<file path="src/rtl/counter_pkg.sv">
// Shared definitions for the up/down counter datapath: FSM state encoding and default width.
package counter_pkg;

    localparam int unsigned COUNTER_W_DEFAULT = 4;

    typedef enum logic [0:0] {
        ST_IDLE = 1'b0,
        ST_RUN  = 1'b1
    } state_e;

endpackage

</file>
<file path="src/rtl/borrow_lookahead_decrementer.sv">
// Combinational A - 1 (mod 2^WIDTH); each bit's borrow is a flat NOR of all lower bits,
// mirroring the lookahead incrementer rather than rippling.
module borrow_lookahead_decrementer
    import counter_pkg::*;
#(
    parameter int unsigned WIDTH = COUNTER_W_DEFAULT
) (
    input  logic [WIDTH-1:0] A,
    output logic [WIDTH-1:0] out
);

    assign out[0] = ~A[0];

    for (genvar i = 1; i < WIDTH; i++) begin : g_bit
        assign out[i] = A[i] ^ ~(|A[i-1:0]);
    end

endmodule

</file>
<file path="src/rtl/down_timer.sv">
// Loadable, pausable down-counter/timer with one-cycle done pulse on terminal count.
// Optional build macro DOWN_TIMER_AUTO_RELOAD_EN: terminal step reloads and keeps running.
module down_timer
    import counter_pkg::*;
#(
    parameter int unsigned WIDTH = COUNTER_W_DEFAULT
) (
    input  logic             CLK,
    input  logic             reset,
    input  logic             load,
    input  logic [WIDTH-1:0] load_value,
    input  logic             start,
    input  logic             enable,
    input  logic             stop,
    output logic [WIDTH-1:0] count,
    output logic             busy,
    output logic             done
);

`ifdef DOWN_TIMER_AUTO_RELOAD_EN
    localparam bit AUTO_RELOAD = 1'b1;
`else
    localparam bit AUTO_RELOAD = 1'b0;
`endif

    state_e           state_q, state_d;
    logic [WIDTH-1:0] count_q, count_d;
    logic [WIDTH-1:0] reload_q, reload_d;
    logic             busy_q, busy_d;
    logic             done_q, done_d;
    logic [WIDTH-1:0] count_dec;
    logic             at_one;
    logic             reload_ok;

    borrow_lookahead_decrementer #(
        .WIDTH (WIDTH)
    ) u_dec (
        .A   (count_q),
        .out (count_dec)
    );

    assign at_one    = (count_q == WIDTH'(1));
    assign reload_ok = AUTO_RELOAD && (reload_q != '0);

    // Next-state: load > stop > start > decrement
    always_comb begin
        state_d  = state_q;
        count_d  = count_q;
        reload_d = reload_q;
        done_d   = 1'b0;

        if (load) begin
            count_d  = load_value;
            reload_d = load_value;
            state_d  = ST_IDLE;
        end else begin
            case (state_q)
                ST_IDLE: begin
                    if (!stop && start) begin
                        if (count_q != '0) begin
                            state_d = ST_RUN;
                        end else begin
                            done_d = 1'b1;
                        end
                    end
                end
                ST_RUN: begin
                    if (stop) begin
                        state_d = ST_IDLE;
                    end else if (enable) begin
                        count_d = count_dec;
                        if (at_one) begin
                            done_d = 1'b1;
                            if (reload_ok) begin
                                count_d = reload_q;
                            end else begin
                                state_d = ST_IDLE;
                            end
                        end
                    end
                end
                default: state_d = ST_IDLE;
            endcase
        end

        busy_d = (state_d == ST_RUN);
    end

    always_ff @(posedge CLK or posedge reset) begin
        if (reset) begin
            state_q  <= ST_IDLE;
            count_q  <= '0;
            reload_q <= '0;
            busy_q   <= 1'b0;
            done_q   <= 1'b0;
        end else begin
            state_q  <= state_d;
            count_q  <= count_d;
            reload_q <= reload_d;
            busy_q   <= busy_d;
            done_q   <= done_d;
        end
    end

    assign count = count_q;
    assign busy  = busy_q;
    assign done  = done_q;

endmodule
</file>
<file path="config.mk">
export PLATFORM = sky130hd
export DESIGN_NAME = down_timer
export DESIGN_NICKNAME = d
export VERILOG_FILES = /design/src/rtl/counter_pkg.sv /design/src/rtl/borrow_lookahead_decrementer.sv /design/src/rtl/down_timer.sv
export SDC_FILE = /design/constraint.sdc
export NUM_CORES = 1
export LEC_CHECK = 0
export ABC_AREA = 1
export BUFFER_PORTS_ARGS = -buffer_cell sky130_fd_sc_hd__buf_2
export CAP_MARGIN = 10
export CORE_AREA = 8 8 45 47
export CTS_BUF_LIST = sky130_fd_sc_hd__clkbuf_2 sky130_fd_sc_hd__clkbuf_4 sky130_fd_sc_hd__clkbuf_8
export CTS_CLUSTER_DIAMETER = 40
export CTS_CLUSTER_SIZE = 12
export DETAILED_ROUTE_END_ITERATION = 10
export DIE_AREA = 0 0 53 55
export PLACE_DENSITY = 0.67
export SLEW_MARGIN = 10
export SYNTH_ARGS = -nofsm -noshare
export SYNTH_HDL_FRONTEND = slang
export SYNTH_HIERARCHICAL = 1
export SYNTH_SLANG_ARGS = --single-unit
</file>
<file path="constraint.sdc">
create_clock -name CLK -period 1.9 [get_ports CLK]
set_input_delay 0.38 -clock CLK [delete_from_list [all_inputs] [get_ports CLK]]
set_output_delay 0.38 -clock CLK [all_outputs]
set_load 0.02 [all_outputs]
</file>
### Word level (Yosys, flattened, before mapping)

Index checks and enable logic that the tools add are counted.

| cells by class | value |
|---|---|
| eq/ne operators | 2 |
| muxes and demuxes | 18 |
| bitwise operators | 7 |
| reductions and logical operators | 8 |

Operators by type and width:

| kind | count |
|---|---|
| 2-to-1 mux 4 bit | 4 |
| 2-to-1 mux 1 bit | 12 |
| == test 4 x 1 -> 1 bit (second input constant) | 1 |
| NOT 1 bit | 4 |
| case mux 1 bit (2 select lines) | 2 |
| nonzero test 2 bit | 2 |
| nonzero test 4 bit | 1 |
| AND reduction 3 bit | 1 |
| OR reduction 3 bit | 1 |
| XOR 1 bit | 3 |
| != test 2 bit (second input constant) | 1 |
| OR reduction 2 bit | 1 |
| logical AND 1 bit | 1 |
| logical NOT 1 bit | 1 |

| word-level totals | value |
|---|---|
| bits in registers | 6 |
| input bits | 10 |
| output and inout bits | 6 |
| logic and storage cells | 38 |

### Longest topological paths before layout

| logic depth | value |
|---|---|
| word-level depth | 7 |
| gate-level depth with buffers | 10 |
| gate-level depth less buffers | 10 |

### Modules after synthesis

Netlist, hierarchy kept.

Modules (own cells, without submodules):

| module | instances | cells each | area each (um^2) | sequential area each (um^2) |
|---|---|---|---|---|
| down_timer | 1 | 52 | 345.3 | 150.1 |
| borrow_lookahead_decrementer | 1 | 12 | 62.6 | 0.0 |

### Worst setup path before layout

No wires, ideal clock.

| timing path | value |
|---|---|
| kind | reg-to-reg |
| from | register count_q[0] (netlist: count[0]) |
| to | register count_q[2] (netlist: count[2]) |
| setup time | 0.121 ns |
| arrival | 1.210 ns |
| data required time | 1.779 ns |
| setup slack | 0.569 ns |
| cell stages (with the launch flop) | 9 |
| path buffers | 0 |
| clock period less this slack | 1.331 ns |
| path through | dfrtp_1 inv_1 ha_1 ha_1 inv_1 nand2_1 nand2_1 nand2_1 o21ai_1 |

| on the way | value |
|---|---|
| longest elaborated chain between the ends | 7 |

Ends and longest elaborated chain:

| item | RTL line | RTL |
|---|---|---|
| start: declaration | down_timer.sv:27 | `logic [WIDTH-1:0] count_q, count_d;` |
| start signal: assignment | down_timer.sv:98 | `count_q <= count_d;` |
| OR reduction 2 bit | borrow_lookahead_decrementer.sv:15 | `assign out[i] = A[i] ^ ~(\|A[i-1:0]);` |
| NOT 1 bit | borrow_lookahead_decrementer.sv:15 |  |
| XOR 1 bit | borrow_lookahead_decrementer.sv:15 |  |
| net count_dec[2] | down_timer.sv:31 | `logic [WIDTH-1:0] count_dec;` |
| 2-to-1 mux 4 bit | down_timer.sv:70 | `end else if (enable) begin` |
| 2-to-1 mux 4 bit | down_timer.sv:68 | `if (stop) begin` |
| 2-to-1 mux 4 bit | down_timer.sv:57 | `case (state_q)` |
| 2-to-1 mux 4 bit | down_timer.sv:52 | `if (load) begin` |

The timed path passes the listed nets, and every way through them passes these cells. The select of a mux whose other input is x is not followed.
A chain may end at the register's enable or synchronous reset.

### Worst setup path in the final report

| timing path | value |
|---|---|
| from | register count_q[0] (netlist: count[0]) |
| to | register count_q[3] (netlist: count[3]) |

| on the way | value |
|---|---|
| longest elaborated chain between the ends | 7 |

Ends and longest elaborated chain:

| item | RTL line |
|---|---|
| OR reduction 3 bit | borrow_lookahead_decrementer.sv:15 |
| NOT 1 bit | borrow_lookahead_decrementer.sv:15 |
| XOR 1 bit | borrow_lookahead_decrementer.sv:15 |
| net count_dec[3] | down_timer.sv:31 |
| 2-to-1 mux 4 bit | down_timer.sv:70 |
| 2-to-1 mux 4 bit | down_timer.sv:68 |
| 2-to-1 mux 4 bit | down_timer.sv:57 |
| 2-to-1 mux 4 bit | down_timer.sv:52 |

The timed path passes the listed nets, and every way through them passes these cells. The select of a mux whose other input is x is not followed.

==> summary by stage <==
Logic synthesis
The fraction of synthesized cell area taken by the top area cell type is 36.81%. The count of mapped cells out of synthesis is 64. In this run, synthesis produced a sequential element count of 6. The synthesized netlist occupies a cell area of ~410 sq um. The number of nets in the synthesized netlist is between 70 and 80. The share of the yosys chip area belonging to registers is a little under two fifths. In this run, distinct cell masters in the synthesized netlist total 12. The average footprint of a synthesized cell is roughly 6.4 sq um. The cell type contributing the most total cell area after synthesis is dfrtp_1.

Yosys printed 6 warnings. After synthesis, the cell types taking the most area are dfrtp_1 (37%), nand2_1 (25%), inv_1 (13%).

Cells and area
The share of layout cells above drive strength 1 is about a quarter. In the layout the commonest cells are nand2_1 (27), buf_2 (15), inv_1 (14). The filler cells instantiated in the layout total 160. The number of antenna cells inserted is 0. For this run, the post-layout net count is 96. Summing all multi-input logic gate instances after layout gives approximately 200 sq um. The area added between synthesis and finish is 28.83%. The library cell used most frequently in the layout, excluding fill and tap cells, is nand2_1. Across the whole layout, storage elements account for around 150 sq um. For this run, the number of standard cells in the final layout without fillers is slightly below 100.

STA
The max-slew violation total from the final report came to 0. The worst slew margin relative to its limit is about 84%. The tightest hold path in the finished design has a slack of between 0.04 and 0.05 ns. The number of endpoints with negative hold slack in the final report is 0.

The worst setup skew after layout is 0.004178 ns. Setup repair after global routing left no endpoint under its margin. For this run, the top clock speed supported by timing is 0.7689 GHz.

The final worst setup slack is ~0.6 ns. The time the final worst path needs with I/O delays and setup is 1.301 ns. At the pin with the least slew margin, the transition time is between 0.2 and 0.25 ns. The ratio of final minimum period to clock period is between 60% and 70%. For the final routed database, the setup TNS stands at 0 ns. Setup violations remaining at the end of the flow were counted as 0.

Setup path
The depth of the worst register-to-register path is 9. Data on the critical path is required at its endpoint by 2.02 ns. The element type at the critical path start is a flip-flop. The critical path is of the reg -> reg type. Along the worst path, the maximum fanout reaches 4.

For the worst setup path, the data arrival time is about 1.4 ns. The worst flop-to-flop path startpoint is count[0]. The worst setup path is captured at a flip-flop. The setup slack of the worst register-to-register path is around 0.6 ns. The capture point of the worst reg-to-reg path is count[3].

Routing
The post-detailed-route DRC marker count is 0. For this block, the via count after detailed routing is 430. The detailed router's first-iteration violation count is 4.

After detailed routing, the average wire length per cell comes to roughly 9.7 microns. In this run the remaining antenna-violating nets after routing total 0. After detailed routing, the total wire length is between 900 and 1000 microns. The average vias per placed instance is 4.388. The number of search-and-repair iterations in the first detailed-routing pass is 4.

Power and ir drop
The fraction of power consumed by the clock network is between 20% and 30%. Combinational logic is responsible for between 30% and 40% of the overall power. The leakage power is roughly 0.00032 uW. The maximum vdd drop is 299.2 uV. The fraction of power consumed by sequential logic is 37.5%. The switching power as a share of total power is a little over a third. In this run the power spent charging and discharging nets is about 150 uW. Power spread over the standard cell area amounts to between 800 and 900 mW/mm^2. The cell-internal power is approximately 270 uW.

Die
The number of placed I/O pins is 16. Once the floorplan was initialized, standard cells occupied about 29% of the core. The die area is approximately 0.003 sq mm. The floorplan die width is ~53 microns.

The die span in y is ~55 microns. The number of rows in the core area is 14. The core area is roughly 0.0014 sq mm.

Global routing
The first global-routing pass estimated ~1600 microns of wire. The most used routing layer in global routing is met2. The number of antenna violations at the first check in global routing came to 0. The overall routing resource usage is under 10%. The fraction of met3 tracks used by global routing is 2.941%. The total overflow left after global routing is 0. The via count of the first global-routing pass was approximately 420.

Entering global routing, the biggest net connects 9 pins. The met1 capacity usage during global routing is 6.923%. The met2 track demand over resource is 13.09%.

Clock tree
The cell sitting at the root of the clock tree is a clkbuf_4. The post-CTS clock slew at the launch and capture registers of the worst setup and hold paths is around 0.040 ns. The hold-fix buffer count after cts is 0. The total number of clock tree sinks is 6.

The total setup buffers inserted after CTS is 0. Clock latency on the worst-skew pair, taken at its later pin, is roughly 0.24 ns. The buffer depth of the longest clock path is 2. The count of cells resized by post-cts repair is 0. TritonCTS built the clock tree. The number of buffers inserted during clock tree synthesis is 3.

CTS built an H-tree with a depth of 1.

Placed design
The detailed placement HPWL is just under 800 microns. The post-placement worst setup slack is about 0.62 ns. The count of buffers inserted at the top-level ports is 15. The total instance count after detailed placement is 95. The final weighted congestion of routability-driven global placement is about 0.8.

Min path
The tightest min-delay check is of the in -> async type.

Outcome
The flow ran to the end, and the final reports show no timing, DRC or antenna violations.

Job
The tool flagged a number of max-cap violations equal to 0.
## critical path, stage by stage (launching register included)
cell and delay [ns]:
dfrtp_1 0.37, inv_1 0.08, ha_1 0.20, ha_1 0.19, nand2_1 0.07, nand2_1 0.05, nand2_1 0.06, nand2_1 0.05
nand2_1 0.06, o21ai_1 0.05
## worst max path at each step
stage	from	slack (ns)	cells after the start	endpoint
2_1_floorplan	count[0]	0.57	8	count[2]
3_3_place_gp	count[0]	0.66	9	count[3]
3_5_place_dp	count[0]	0.62	9	count[3]
4_1_cts	count[0]	0.60	9	count[3]
5_1_grt	count[0]	0.50	8	count[2]
6_report	count[0]	0.60	9	count[3]
## through the flow
step | instance area (sq um) | utilization (%) | total power [uW]
finish | 525.5 | 37.97 | 426.2
global route | 525.5 | 37.97 | 467.5
CTS | 525.5 | 37.97 | 434.3
detailed placement | 503.0 | 36.35 | 315.1
global placement | 503.0 | 36.35 | 311.5
floorplan | 407.9 | - | 268.1
## power groups by stage
stage	combinational, uW	sequential [uW]	clock, uW
3_5_place_dp	153	162	0
6_report	153	160	114
5_1_grt	178	164	126
2_1_floorplan	87.2	181	0
4_1_cts	155	160	119
3_3_place_gp	150	161	0
## area by class of cell
class                      count  share of cell area, %
tap                           16                  3.810
timing repair buffer          15                  14.29
inverter                      15                  10.71
sequential                     6                  28.57
clock buffer                   3                  4.286
multi-input combinational     43                  38.33
## Yosys cell counts, drive strengths merged
master   n
nand2   28
inv     15
dfrtp    6
nor2     4
o21ai    4
a21oi    2
ha       2
nand3    2
nand4    1
## sequential cells by signal (all words and copies together), names as in the netlist
name and cells:
done 1, busy 1, count 4
## kinds of logic (layout without fill, tap and decap cells)
| family | Yosys count | count (layout) | share of synthesized area (%) |
|---|---|---|---|
| AND/OR/NAND/NOR | 35 | 35 | 35.89 |
| buffers and inverters | 15 | 33 | 13.80 |
| AO/OA/AOI/OAI | 6 | 6 | 7.362 |
| flip-flops | 6 | 6 | 36.81 |
| adder cells (fa/ha/maj) | 2 | 2 | 6.134 |
## per-layer routing
layer / wire length [microns] / share of wire (%)
met3: 79 / 8.4
met5: 0 / 0
met2: 500 / 53
met4: 0 / 0
met1: 366 / 39
Power figures use the tool's default switching activity.
